$ cat src/rtl/jam_cost_arbiter_pkg.sv
// Shared constants and state encoding for the JAM cost-ROM arbiter.
package jam_cost_arbiter_pkg;

  localparam int DEF_NUM_REQ   = 2;
  localparam int DEF_IDX_W     = 3;
  localparam int DEF_COST_W    = 7;
  localparam int DEF_ROM_LAT   = 1;
  localparam int DEF_MAX_BURST = 8;

  typedef enum logic [0:0] {
    ST_IDLE  = 1'b0,
    ST_BURST = 1'b1
  } state_t;

endpackage

$ cat src/rtl/jam_cost_arbiter_if.sv
// Engine-side request/response bus plus the cost-ROM lookup port.
interface jam_cost_arbiter_if import jam_cost_arbiter_pkg::*; #(
  parameter int NUM_REQ = DEF_NUM_REQ,
  parameter int IDX_W   = DEF_IDX_W,
  parameter int COST_W  = DEF_COST_W
);

  logic [NUM_REQ-1:0]       REQ;
  logic [NUM_REQ-1:0]       LAST;
  logic [NUM_REQ*IDX_W-1:0] REQ_W;
  logic [NUM_REQ*IDX_W-1:0] REQ_J;
  logic [NUM_REQ-1:0]       GNT;
  logic [IDX_W-1:0]         W;
  logic [IDX_W-1:0]         J;
  logic [COST_W-1:0]        Cost;
  logic [NUM_REQ-1:0]       RSP_VALID;
  logic [COST_W-1:0]        RSP_COST;
  logic                     BUSY;

  // master = engines and ROM together, slave = the arbiter
  modport master (
    output REQ, LAST, REQ_W, REQ_J, Cost,
    input  GNT, W, J, RSP_VALID, RSP_COST, BUSY
  );

  modport slave (
    input  REQ, LAST, REQ_W, REQ_J, Cost,
    output GNT, W, J, RSP_VALID, RSP_COST, BUSY
  );

endinterface

$ cat src/rtl/jam_cost_arbiter_rr_pick.sv
// Combinational round-robin pick: first asserted request at or after ptr.
module jam_cost_arbiter_rr_pick #(
  parameter int NUM_REQ = 2,
  parameter int PW      = 1
) (
  input  logic [NUM_REQ-1:0] req,
  input  logic [PW-1:0]      ptr,
  output logic [NUM_REQ-1:0] onehot,
  output logic [PW-1:0]      idx,
  output logic               any
);

  always_comb begin
    int c;
    c      = 0;
    onehot = '0;
    idx    = '0;
    any    = 1'b0;
    for (int k = 0; k < NUM_REQ; k++) begin
      c = int'(ptr) + k;
      if (c >= NUM_REQ) c = c - NUM_REQ;
      if (!any && req[c]) begin
        any = 1'b1;
        idx = PW'(c);
      end
    end
    if (any) onehot[idx] = 1'b1;
  end

endmodule

$ cat src/rtl/jam_cost_arbiter.sv
// Round-robin sharing of one cost-ROM lookup port among NUM_REQ engines,
// with per-burst grants and an in-order response return path.
module jam_cost_arbiter import jam_cost_arbiter_pkg::*; #(
  parameter int NUM_REQ   = DEF_NUM_REQ,
  parameter int IDX_W     = DEF_IDX_W,
  parameter int COST_W    = DEF_COST_W,
  parameter int ROM_LAT   = DEF_ROM_LAT,
  parameter int MAX_BURST = DEF_MAX_BURST
) (
  input logic              CLK,
  input logic              RST_N,
  jam_cost_arbiter_if.slave bus
);

  localparam int PW = (NUM_REQ > 1) ? $clog2(NUM_REQ) : 1;
  localparam int BW = $clog2(MAX_BURST + 1);
  localparam logic [BW-1:0] LAST_CNT = BW'(MAX_BURST - 1);
  localparam logic [PW-1:0] LAST_IDX = PW'(NUM_REQ - 1);

  state_t             state, state_nxt;
  logic [PW-1:0]      ptr, ptr_nxt;
  logic [PW-1:0]      owner, owner_nxt;
  logic [NUM_REQ-1:0] owner_oh, owner_oh_nxt;
  logic [BW-1:0]      beat_cnt, beat_cnt_nxt;

  logic [NUM_REQ-1:0] pick_oh;
  logic [PW-1:0]      pick_idx;
  logic               pick_any;

  logic               beat;
  logic [NUM_REQ-1:0] gnt;
  logic [IDX_W-1:0]   w_out, j_out;

  logic [ROM_LAT-1:0]         pipe_vld;
  logic [ROM_LAT-1:0][PW-1:0] pipe_own;
  logic                       tap_vld;
  logic [PW-1:0]              tap_own;
  logic [COST_W-1:0]          cost_q;
  logic [NUM_REQ-1:0]         rsp_valid;

  jam_cost_arbiter_rr_pick #(
    .NUM_REQ(NUM_REQ),
    .PW     (PW)
  ) u_rr_pick (
    .req   (bus.REQ),
    .ptr   (ptr),
    .onehot(pick_oh),
    .idx   (pick_idx),
    .any   (pick_any)
  );

  always_ff @(posedge CLK) begin
    if (!RST_N) begin
      state    <= ST_IDLE;
      ptr      <= '0;
      owner    <= '0;
      owner_oh <= '0;
      beat_cnt <= '0;
    end else begin
      state    <= state_nxt;
      ptr      <= ptr_nxt;
      owner    <= owner_nxt;
      owner_oh <= owner_oh_nxt;
      beat_cnt <= beat_cnt_nxt;
    end
  end

  always_comb begin
    state_nxt    = state;
    ptr_nxt      = ptr;
    owner_nxt    = owner;
    owner_oh_nxt = owner_oh;
    beat_cnt_nxt = beat_cnt;
    case (state)
      ST_IDLE: begin
        if (pick_any) begin
          state_nxt    = ST_BURST;
          owner_nxt    = pick_idx;
          owner_oh_nxt = pick_oh;
          beat_cnt_nxt = '0;
        end
      end
      ST_BURST: begin
        // a stalled owner keeps the grant indefinitely; only beats advance
        if (beat) begin
          beat_cnt_nxt = beat_cnt + 1'b1;
          if (bus.LAST[owner] || (beat_cnt == LAST_CNT)) begin
            state_nxt = ST_IDLE;
            ptr_nxt   = (owner == LAST_IDX) ? '0 : owner + 1'b1;
          end
        end
      end
      default: state_nxt = ST_IDLE;
    endcase
  end

  always_comb begin
    gnt   = '0;
    beat  = 1'b0;
    w_out = '0;
    j_out = '0;
    if (state == ST_BURST) begin
      gnt  = owner_oh;
      beat = bus.REQ[owner];
      if (beat) begin
        w_out = bus.REQ_W[int'(owner)*IDX_W +: IDX_W];
        j_out = bus.REQ_J[int'(owner)*IDX_W +: IDX_W];
      end
    end
  end

  // {valid, owner} travels alongside the ROM access so results return in issue order
  always_ff @(posedge CLK) begin
    if (!RST_N) begin
      pipe_vld <= '0;
      pipe_own <= '0;
      cost_q   <= '0;
    end else begin
      pipe_vld[0] <= beat;
      pipe_own[0] <= owner;
      for (int k = 1; k < ROM_LAT; k++) begin
        pipe_vld[k] <= pipe_vld[k-1];
        pipe_own[k] <= pipe_own[k-1];
      end
      if (tap_vld) cost_q <= bus.Cost;
    end
  end

  assign tap_vld = pipe_vld[ROM_LAT-1];
  assign tap_own = pipe_own[ROM_LAT-1];

  always_comb begin
    rsp_valid = '0;
    if (tap_vld) rsp_valid[tap_own] = 1'b1;
  end

  assign bus.GNT       = gnt;
  assign bus.W         = w_out;
  assign bus.J         = j_out;
  assign bus.RSP_VALID = rsp_valid;
  assign bus.RSP_COST  = tap_vld ? bus.Cost : cost_q;
  assign bus.BUSY      = (state == ST_BURST) | (|pipe_vld);

endmodule

$ cat src/flat_wrapper.sv
// flat-port wrapper written by rule: the top's interface ports become plain ports
module jam_cost_arbiter_flat import jam_cost_arbiter_pkg::*;
#(
  parameter int NUM_REQ   = DEF_NUM_REQ,
  parameter int IDX_W     = DEF_IDX_W,
  parameter int COST_W    = DEF_COST_W,
  parameter int ROM_LAT   = DEF_ROM_LAT,
  parameter int MAX_BURST = DEF_MAX_BURST
)
  (CLK, RST_N, bus_REQ, bus_LAST, bus_REQ_W, bus_REQ_J, bus_Cost, bus_GNT, bus_W, bus_J, bus_RSP_VALID, bus_RSP_COST, bus_BUSY);
  jam_cost_arbiter_if #(.NUM_REQ(NUM_REQ), .IDX_W(IDX_W), .COST_W(COST_W)) bus_i ();
  input logic CLK;
  input logic RST_N;
  input wire logic [$bits(bus_i.REQ)-1:0] bus_REQ;
  input wire logic [$bits(bus_i.LAST)-1:0] bus_LAST;
  input wire logic [$bits(bus_i.REQ_W)-1:0] bus_REQ_W;
  input wire logic [$bits(bus_i.REQ_J)-1:0] bus_REQ_J;
  input wire logic [$bits(bus_i.Cost)-1:0] bus_Cost;
  output wire logic [$bits(bus_i.GNT)-1:0] bus_GNT;
  output wire logic [$bits(bus_i.W)-1:0] bus_W;
  output wire logic [$bits(bus_i.J)-1:0] bus_J;
  output wire logic [$bits(bus_i.RSP_VALID)-1:0] bus_RSP_VALID;
  output wire logic [$bits(bus_i.RSP_COST)-1:0] bus_RSP_COST;
  output wire logic [$bits(bus_i.BUSY)-1:0] bus_BUSY;
  assign bus_i.REQ = bus_REQ;
  assign bus_i.LAST = bus_LAST;
  assign bus_i.REQ_W = bus_REQ_W;
  assign bus_i.REQ_J = bus_REQ_J;
  assign bus_i.Cost = bus_Cost;
  assign bus_GNT = bus_i.GNT;
  assign bus_W = bus_i.W;
  assign bus_J = bus_i.J;
  assign bus_RSP_VALID = bus_i.RSP_VALID;
  assign bus_RSP_COST = bus_i.RSP_COST;
  assign bus_BUSY = bus_i.BUSY;
  jam_cost_arbiter #(.NUM_REQ(NUM_REQ), .IDX_W(IDX_W), .COST_W(COST_W), .ROM_LAT(ROM_LAT), .MAX_BURST(MAX_BURST)) u_core (.CLK(CLK), .RST_N(RST_N), .bus(bus_i));
endmodule
$ cat config.mk
export PLATFORM = sky130hd
export DESIGN_NAME = jam_cost_arbiter_flat
export DESIGN_NICKNAME = d
export VERILOG_FILES = /design/src/rtl/jam_cost_arbiter_pkg.sv /design/src/rtl/jam_cost_arbiter_if.sv /design/src/rtl/jam_cost_arbiter_rr_pick.sv /design/src/rtl/jam_cost_arbiter.sv /design/src/flat_wrapper.sv
export SDC_FILE = /design/constraint.sdc
export NUM_CORES = 1
export LEC_CHECK = 0
export ABC_AREA = 1
export BUFFER_PORTS_ARGS = -buffer_cell sky130_fd_sc_hd__buf_4
export CAP_MARGIN = 40
export CORE_MARGIN = 4
export CORE_UTILIZATION = 44
export CTS_CLUSTER_DIAMETER = 60
export DETAILED_ROUTE_END_ITERATION = 10
export GPL_ROUTABILITY_DRIVEN = 0
export PLACE_DENSITY = 0.75
export SETUP_SLACK_MARGIN = 0.1
export SYNTH_ARGS = -nofsm -noshare
export SYNTH_HDL_FRONTEND = slang
export SYNTH_SLANG_ARGS = --single-unit
$ cat constraint.sdc
create_clock -name CLK -period 1.6 [get_ports CLK]
set_clock_uncertainty 0.1 [all_clocks]
set_input_delay 0.32 -clock CLK [delete_from_list [all_inputs] [get_ports CLK]]
set_output_delay 0.32 -clock CLK [all_outputs]
set_load 0.005 [all_outputs]
==> summary.md, run 1 <==
| Metric | Value |
|---|---|
| Placed wire-length estimate | `1.77 mm` |
| Clk slew on worst S/H paths | `100 ps` |
| Total number of vias | `1058` |
| Share of layout cells above drive strength 1 | `51.6%` |
| Crit path cell chain | `inv_2 > nor2_4 > nand2_8 > a21oi_2 > buf_4` |
| Final Hold Vio Count | `0` |
| Hold WC Path Type | `input pin to flop` |
| Max Slew Vio Count | `0` |
| # DRC | `0` |
| Worst-Skew Late Latency | `300 ps` |
| CTS Root Cell | `clkbuf_4` |
| Peak fanout along the critical path | `7` |
| First-pass GRT wire length | `4.13 mm` |
| PwrDens | `652 nW/um2` |
| Outcome | `finished, violations left` |
| CTS tree | `done` |
| Period utilisation layout | `103%` |
| Nets | `213` |
| Req. time, crit path | `1180 ps` |
| Total Power | `974 uW` |
| PortBufs | `42` |
| Max frequency | `609 MHz` |
| CP startpoint kind | `flop` |
| Worst-Margin Slew | `405 ps` |
| H-tree depth | `1` |
| Die Ht | `52.5 um` |
| Die Wd | `52.5 um` |
| Setup slack after layout | `-43.4 ps` |
| Commonest non-fill, non-tap cell in the layout | `buf_4` |
| Slew margin rel. | `73.0%` |
| Post-Layout Cell Count | `211` |
| Post-DRT Antenna Nets | `0` |
| Reg2reg setup slack | `180 ps` |
| Worst path max stage delay | `360 ps` |
| Setup tns final | `-183 ps` |
| CP Capture Type | `output port` |
| Effective utilization at floorplan | `48.3%` |
| Failing checks | `setup timing` |
| Total GRT Usage | `19.9%` |
| # IOs | `43` |
| Syn Std Cell Area | `870 um2` |
| Drt pass-1 iters | `4` |
| Final WL | `2.80 mm` |
| Crit path kind | `flop to output port` |
| Peak VDD IR | `0.000622 V` |
| Core area | `1800 um2` |
| WP data arrival | `1220 ps` |
| Largest net degree at the start of global routing | `12` |
| RSZ-0062 raised after global routing | `yes` |
| Minimum clock period | `1640 ps` |
| Warnings, synthesis | `0` |
| Worst slack, placed | `189 ps` |
| Syn Inst Count | `132` |
| Dpl cell area | `1210 um2` |
| Post-synthesis net count | `158` |
| Vias per cell | `5.01` |
| CTS Buffer Depth | `2` |
| Yosys cell types | `21` |
| Placed instance count | `198` |
| Final global-route overflow total | `0` |
| DRT iter0 DRCs | `10` |
| Die area | `2750 um2` |
| Lkg Pwr | `0.793 nW` |
| # rows | `15` |
| Design area | `1490 um2` |
| Setup violators final | `6` |
| Vias in the first global route | `1030` |
| CTS Buf Count | `3` |
| Register area share after synthesis | `39.1%` |
| Initial antenna violation count | `0` |
| WP buf/inv | `2` |
| Average size of a mapped cell | `6.59 um2` |
| Layout area overhead | `71.8%` |
| Commonest non-fill, non-tap cells in the layout | `43 x buf_4, 34 x nand2_1, 14 x dfxtp_1, 12 x a21oi_1, 10 x nand2_4` |
| Slowest CP cell | `dfxtp_2` |
| Clock sink count | `17` |
| Cts hold-fix bufs | `0` |
| Post-synthesis register bit count | `17` |
| Max Cap Viol | `0` |
| Family with the most delay on the worst path | `flip-flops` |
| Wirelength per Cell | `13.3 um` |
| Antenna cell count | `0` |
-- through the flow --
stage | hold WS (ps) | util (%)
after detailed placement | 360 | 67.0
after floorplan | 331 | -
final | 179 | 82.9
after CTS | 173 | 74.2
after global routing | 173 | 82.9
after global placement | 355 | 67.0
-- what timing repair did --
item | CTS | global route
setup buffers | 4 | 5
setup endpoints to repair | 16 | 14
gates cloned | 1 | 0
resized for setup | 20 | 39
pin swaps | 3 | 15
-- cells in the mapped netlist --
cell type / instances / area share [%]
nor2_1: 9 / 3.9
nand2_1: 51 / 22
dfxtp_1: 17 / 39
o21ai_1: 1 / 0.57
clkbuf_1: 1 / 0.43
o21ai_0: 3 / 1.7
buf_2: 1 / 0.57
nand2_4: 2 / 2.6
o21ai_2: 1 / 1.0
nand3_1: 6 / 3.5
clkinv_1: 1 / 0.43
xnor2_1: 1 / 1.0
a21oi_2: 1 / 1.0
nand4_1: 1 / 0.72
ha_1: 1 / 1.4
nor2_2: 1 / 0.72
buf_6: 2 / 2.6
a21oi_1: 18 / 10
nand2_2: 1 / 0.72
inv_2: 2 / 0.86
inv_1: 11 / 4.7
-- worst paths after layout --
path,from,to,depth (start not counted)
max,u_core.state,bus_W[2],5
min,RST_N,u_core.ptr,3
max reg2reg,u_core.state,u_core.beat_cnt[1],8
min reg2reg,u_core.cost_q[5],u_core.cost_q[5],2
-- cell type report --
class / count / area [um2]
clock buffer: 3 / 22.5
clock inverter: 1 / 5.00
fill: 120 / 308
inverter: 14 / 58.8
multi-input combinational: 97 / 577
sequential: 17 / 349
tap: 25 / 31.3
timing repair buffer: 53 / 444
timing repair inverter: 1 / 6.26
-- worst min-delay path, cell delays in order --
cell and delay (ps):
buf_4 140, nand2_1 60, nor2_1 30
-- sequential cells by signal, summed over array words and instances, names as in the netlist --
name,count
u_core.owner,1
u_core.owner_oh,1
u_core.pipe_vld,1
u_core.cost_q,7
u_core.ptr,1
u_core.state,1
u_core.beat_cnt,4
u_core.pipe_own,1
-- cell families (layout without fill, tap and decap cells) --
kind of cell	after synthesis	count (layout)	synth area share, %
AND/OR/NAND/NOR	71	71	34.1
flip-flops	17	17	39.1
buffers and inverters	18	72	9.64
adder cells (fa/ha/maj)	1	1	1.44
AO/OA/AOI/OAI	24	24	14.7
XOR/XNOR	1	1	1.01
-- layer usage --
metal  vias up  wire [um]  global-route usage [%]
met4         0         33                    11.9
li1        527          -                       -
met5         -          0                       0
met3         4        291                    4.56
met1       476       1080                    21.5
met2        51       1390                    34.7
-- power breakdown --
group | switching [mW] | internal (mW) | total (mW)
Combinational | 0.138 | 0.144 | 0.282
Clock | 0.142 | 0.0934 | 0.236
Sequential | 0.0160 | 0.441 | 0.457
Power figures use the tool's default switching activity.
==> run 2, diff against run 1 <==
- CORE_UTILIZATION: 44 -> 40
- PLACE_DENSITY: 0.75 -> 0.72
- clock period: 1.6 -> 1.5 ns (I/O delays scaled with it)
==> summary.md, run 2 (synthesis gave the netlist of run 1 again) <==
| Metric | Value |
|---|---|
| Initial antenna violation count | `0` |
| Max frequency | `604 MHz` |
| Setup violators final | `13` |
| Post-DRT Antenna Nets | `0` |
| Peak fanout along the critical path | `7` |
| CP startpoint kind | `flop` |
| # DRC | `0` |
| Antenna cell count | `0` |
| WP data arrival | `1250 ps` |
| CP Capture Type | `output port` |
| Effective utilization at floorplan | `43.0%` |
| Die Ht | `54.6 um` |
| Final Hold Vio Count | `0` |
| Max reg flops | `7` |
| Worst slack, placed | `68.6 ps` |
| DRT iter0 DRCs | `24` |
| Slowest CP cell | `dfxtp_2` |
| PortBufs | `42` |
| Commonest non-fill, non-tap cells in the layout | `41 x buf_4, 30 x nand2_1, 14 x buf_6, 14 x dfxtp_1, 12 x nand2_2` |
| Top Registers | `u_core.cost_q: 7 flops, u_core.beat_cnt: 4 flops` |
| Dpl cell area | `1220 um2` |
| RSZ-0062 raised after global routing | `yes` |
| Lkg Pwr | `0.823 nW` |
| Peak VDD IR | `0.000666 V` |
| Top reg by flops | `u_core.cost_q` |
| Slew margin rel. | `67.8%` |
| Commonest non-fill, non-tap cell in the layout | `buf_4` |
| Crit path cell chain | `inv_2 > nor2_4 > nand2_8 > a21oi_2 > buf_4` |
| CTS Root Cell | `clkbuf_4` |
| CTS tree | `done` |
| Largest net degree at the start of global routing | `12` |
| PwrDens | `680 nW/um2` |
| Wirelength per Cell | `15.3 um` |
| H-tree depth | `1` |
| # fillers | `132` |
| Max Cap Viol | `0` |
| CTS Buffer Depth | `2` |
| Placed instance count | `202` |
| Layout area overhead | `83.0%` |
| Total number of vias | `1079` |
| # IOs | `43` |
| Drt pass-1 iters | `4` |
| Req. time, crit path | `1100 ps` |
| Vias per cell | `5.00` |
| Minimum clock period | `1650 ps` |
| Crit path kind | `flop to output port` |
| Total GRT Usage | `20.5%` |
| First-pass GRT wire length | `4.38 mm` |
| Final global-route overflow total | `0` |
| Die Wd | `54.6 um` |
| Hold WC Path Type | `input pin to flop` |
| Outcome | `finished, violations left` |
| Period utilisation layout | `110%` |
| Placed wire-length estimate | `1.80 mm` |
| Vias in the first global route | `1026` |
| Design area | `1590 um2` |
| Share of layout cells above drive strength 1 | `57.7%` |
| # rows | `16` |
| Clk slew on worst S/H paths | `110 ps` |
| Setup slack after layout | `-155 ps` |
| Nets | `216` |
| Worst-Skew Late Latency | `300 ps` |
| Worst-Margin Slew | `482 ps` |
| Failing checks | `setup timing` |
| Post-Layout Cell Count | `216` |
| CTS Buf Count | `3` |
| Max Slew Vio Count | `0` |
| Die area | `2980 um2` |
| Final WL | `3.31 mm` |
| Core area | `2020 um2` |
| Clock sink count | `17` |
| Worst path max stage delay | `370 ps` |
## run 2: per-layer routing
| metal | share of wire (%) | GRT usage [%] | vias up |
|---|---|---|---|
| met5 | 0 | 0 | - |
| met4 | 1.8 | 6.22 | 0 |
| met3 | 3.3 | 4.63 | 10 |
| met2 | 57 | 38.2 | 28 |
| met1 | 38 | 22.7 | 510 |
| li1 | - | - | 531 |
## run 2: cell type report
cell class	count	area, um2	share of cell area, %
Inverter	14	68.8	4.32
Multi-Input combinational cell	97	618	38.8
Clock inverter	1	5.00	0.314
Sequential cell	17	349	21.9
Clock buffer	3	22.5	1.42
Timing Repair inverter	1	8.76	0.550
Timing Repair Buffer	56	485	30.5
Tap cell	27	33.8	2.12
## run 2: final timing paths
| check | start | endpoint | slack (ps) | cells past startpoint |
|---|---|---|---|---|
| max reg2reg | u_core.owner | u_core.ptr | 150 | 8 |
| min reg2reg | u_core.cost_q[1] | u_core.cost_q[1] | 380 | 2 |
| min | bus_Cost[4] | u_core.cost_q[4] | 170 | 3 |
| max | u_core.state | bus_W[1] | -150 | 5 |
## run 2: stage by stage
| step | power, mW | hold slack, ps | TNS [ps] | utilization (%) |
|---|---|---|---|---|
| after CTS | 1.03 | 154 | -640 | 72.6 |
| after floorplan | 0.602 | 311 | 0 | - |
| after detailed placement | 0.723 | 362 | 0 | 60.6 |
| final | 1.08 | 174 | -983 | 78.7 |
| after global placement | 0.717 | 356 | 0 | 60.6 |
| after global routing | 1.13 | 172 | -1560 | 78.7 |
## run 2: worst max-delay path, delay by kind of cell (launching register included)
kind | cells | cell delay, ps
AOI/OAI and AO/OA | 1 | 110
buffers and inverters | 2 | 210
DFF | 1 | 370
and+or+nand+nor | 2 | 260
## run 2: timing repair
action,4_1_cts,5_1_grt
setup buffers,5,6
gates resized for setup,54,22
hold buffers,0,0
setup endpoints to repair,17,22
pin swaps,10,13
cloned,0,1
## run 2: power by group
group	internal [mW]	leakage [nW]	switching, mW
Combinational	0.171	0.666	0.166
Clock	0.0991	0.0177	0.153
Sequential	0.471	0.140	0.0233
==> run 3, diff against run 2 <==
- CORE_UTILIZATION: 40 -> 41
- SYNTH_HIERARCHICAL: default -> 1
==> summary.md, run 3 <==
| Metric | Value |
|---|---|
| Final WL | `2.68 mm` |
| Largest area contributor in the netlist | `dfxtp_1` |
| Net Sw Frac | `30.0%` |
| Commonest non-fill, non-tap cells in the layout | `43 x buf_4, 24 x nand2_1, 20 x nand2_2, 15 x dfxtp_1` |
| Nets | `225` |
| Fraction of registers with async set/reset | `0%` |
| Commonest cells in the synthesized netlist | `51 x nand2_1, 19 x a21oi_1, 18 x dfxtp_1` |
| Multi-input gate area | `651 um2` |
| Worst path max stage delay | `390 ps` |
| Failing checks | `setup timing` |
| Antenna cell count | `0` |
| Total number of vias | `1074` |
| Final global-route overflow total | `0` |
| # DRC | `0` |
| Sw power | `359 uW` |
| Total GRT Usage | `17.5%` |
| Number of synthesized flops with an enable pin | `0` |
| Commonest non-fill, non-tap cell in the layout | `buf_4` |
| Family with the most delay on the worst path | `flip-flops` |
| Clk slew on worst S/H paths | `110 ps` |
| Crit path kind | `flop to output port` |
| Register Area | `369 um2` |
| Die Ht | `56.5 um` |
| Initial antenna violation count | `0` |
| Hold WC Path Type | `input pin to flop` |
| Synth top area share | `37.4%` |
| Vias in the first global route | `1084` |
| Worst-Margin Slew | `223 ps` |
| Worst-Skew Late Latency | `290 ps` |
| Minimum clock period | `1580 ps` |
| Top cells by area, synth | `dfxtp_1 37%, nand2_1 20%, a21oi_1 9.9%, inv_1 5.5%, nor2_4 4.7%` |
| Effective utilization at floorplan | `43.1%` |
| Layout area overhead | `70.6%` |
| First-pass GRT wire length | `4.40 mm` |
| WP buf/inv | `3` |
| # fillers | `176` |
| Placed wire-length estimate | `1.87 mm` |
| CTS Root Cell | `clkbuf_4` |
| Combinational Power Share | `30.8%` |
| Wirelength per Cell | `11.8 um` |
| H-tree depth | `1` |
| Setup violators final | `6` |
| Lkg Pwr | `0.849 nW` |
| Yosys cell types | `18` |
| Slowest CP cell | `dfxtp_4` |
| Max reg flops | `7` |
| Commonest register cell after synthesis | `dfxtp_1` |
| Outcome | `finished, violations left` |
| Count leader, synth | `nand2_1` |
| Die Wd | `56.5 um` |
| Syn Std Cell Area | `963 um2` |
| Slew margin rel. | `85.1%` |
| Hold slack | `165 ps` |
| Largest net degree at the start of global routing | `11` |
| Max Cap Viol | `0` |
| Sequential share of power | `44.3%` |
| CP startpoint kind | `flop` |
| Req. time, crit path | `1100 ps` |
| Drt pass-1 iters | `4` |
| Vias per cell | `4.75` |
| Period utilisation layout | `105%` |
| Max frequency | `634 MHz` |
| WP data arrival | `1180 ps` |
| Worst slack, placed | `75.4 ps` |
| RSZ-0062 raised after global routing | `yes` |
| Peak VDD IR | `0.000432 V` |
| Share of layout cells above drive strength 1 | `57.1%` |
| CTS Buffer Depth | `2` |
| Register area share after synthesis | `37.4%` |
| Die area | `3190 um2` |
| Post-synthesis net count | `168` |
| DRT iter0 DRCs | `21` |
| Clock sink count | `18` |
| Max Slew Vio Count | `0` |
| Warnings, synthesis | `6` |
| Core area | `2230 um2` |
| Final Hold Vio Count | `0` |
| Syn Inst Count | `142` |
| Top Registers | `u_core/cost_q: 7 flops, u_core/beat_cnt: 4 flops, u_core/owner_oh: 2 flops` |
| PortBufs | `42` |
| Post-DRT Antenna Nets | `0` |
| Top reg by flops | `u_core/cost_q` |
| CTS tree | `done` |
| Peak fanout along the critical path | `8` |
| PwrDens | `729 nW/um2` |
| Crit path cell chain | `buf_8 > clkinv_8 > nand2_2 > a21oi_2 > buf_4` |
| CP Capture Type | `output port` |
| Setup slack after layout | `-77.6 ps` |
| Cts hold-fix bufs | `0` |
| Post-synthesis register bit count | `18` |
| Power Internal | `838 uW` |
| CTS Buf Count | `3` |
| # rows | `17` |
| Clock network fraction of total power | `24.9%` |
| Average size of a mapped cell | `6.78 um2` |
| # IOs | `43` |
[run 3: cell families (layout without fill, tap and decap cells)]
logic type,count (synthesis),after routing,synth area share [%]
AND/OR/NAND/NOR,77,77,38.1
AO/OA/AOI/OAI,25,25,13.4
adder cells (fa/ha/maj),1,1,1.30
flip-flops,18,18,37.4
buffers and inverters,21,77,9.87
[run 3: final cells by class]
type / instances / area share [%]
sequential: 18 / 22.5
timing repair inverter: 1 / 0.533
tap: 28 / 2.13
inverter: 18 / 5.18
clock buffer: 4 / 2.21
multi-input combinational: 103 / 39.6
timing repair buffer: 54 / 27.9
[run 3: final timing paths]
check                    from               end  slack [ps]  cells after the start
max              u_core/owner          bus_W[0]         -80                      5
min               bus_Cost[1]  u_core/cost_q[1]         170                      3
max reg2reg      u_core/owner        u_core/ptr          70                     11
min reg2reg  u_core/cost_q[1]  u_core/cost_q[1]         390                      2
[run 3: repair_timing]
item | CTS | global route
buffers inserted | 6 | 3
pin swaps | 14 | 15
gates resized for setup | 34 | 37
cloned | 1 | 0
setup endpoints to repair | 16 | 18
[run 3: power groups by stage]
stage | combinational [mW] | sequential, mW | clock [mW]
final | 0.369 | 0.531 | 0.298
after floorplan | 0.153 | 0.529 | 0
after CTS | 0.321 | 0.527 | 0.308
after global routing | 0.403 | 0.535 | 0.330
after global placement | 0.268 | 0.532 | 0
after detailed placement | 0.275 | 0.534 | 0
[run 3: tightest hold or removal path, cell delays in order]
cell,delay (ps)
buf_4,120
nand2_4,50
a21oi_1,50
[run 3: routing by layer]
metal	GRT usage, %	routed length [um]	up-vias
li1	-	-	559
met1	17.9	1050	471
met2	33.2	1420	38
met3	3.45	145	6
met4	8.47	55	0
met5	0	0	-
[run 3: stage by stage]
stage / total power [mW] / setup TNS (ps) / area [um2] / std cells / util (%)
after global placement: 0.800 / 0 / 1310 / 212 / 58.6
after CTS: 1.16 / -606 / 1490 / 223 / 66.7
after detailed placement: 0.809 / 0 / 1310 / 212 / 58.6
final: 1.20 / -433 / 1640 / 226 / 73.6
after floorplan: 0.682 / 0 / 963 / 142 / -
after global routing: 1.27 / -1170 / 1640 / 226 / 73.6
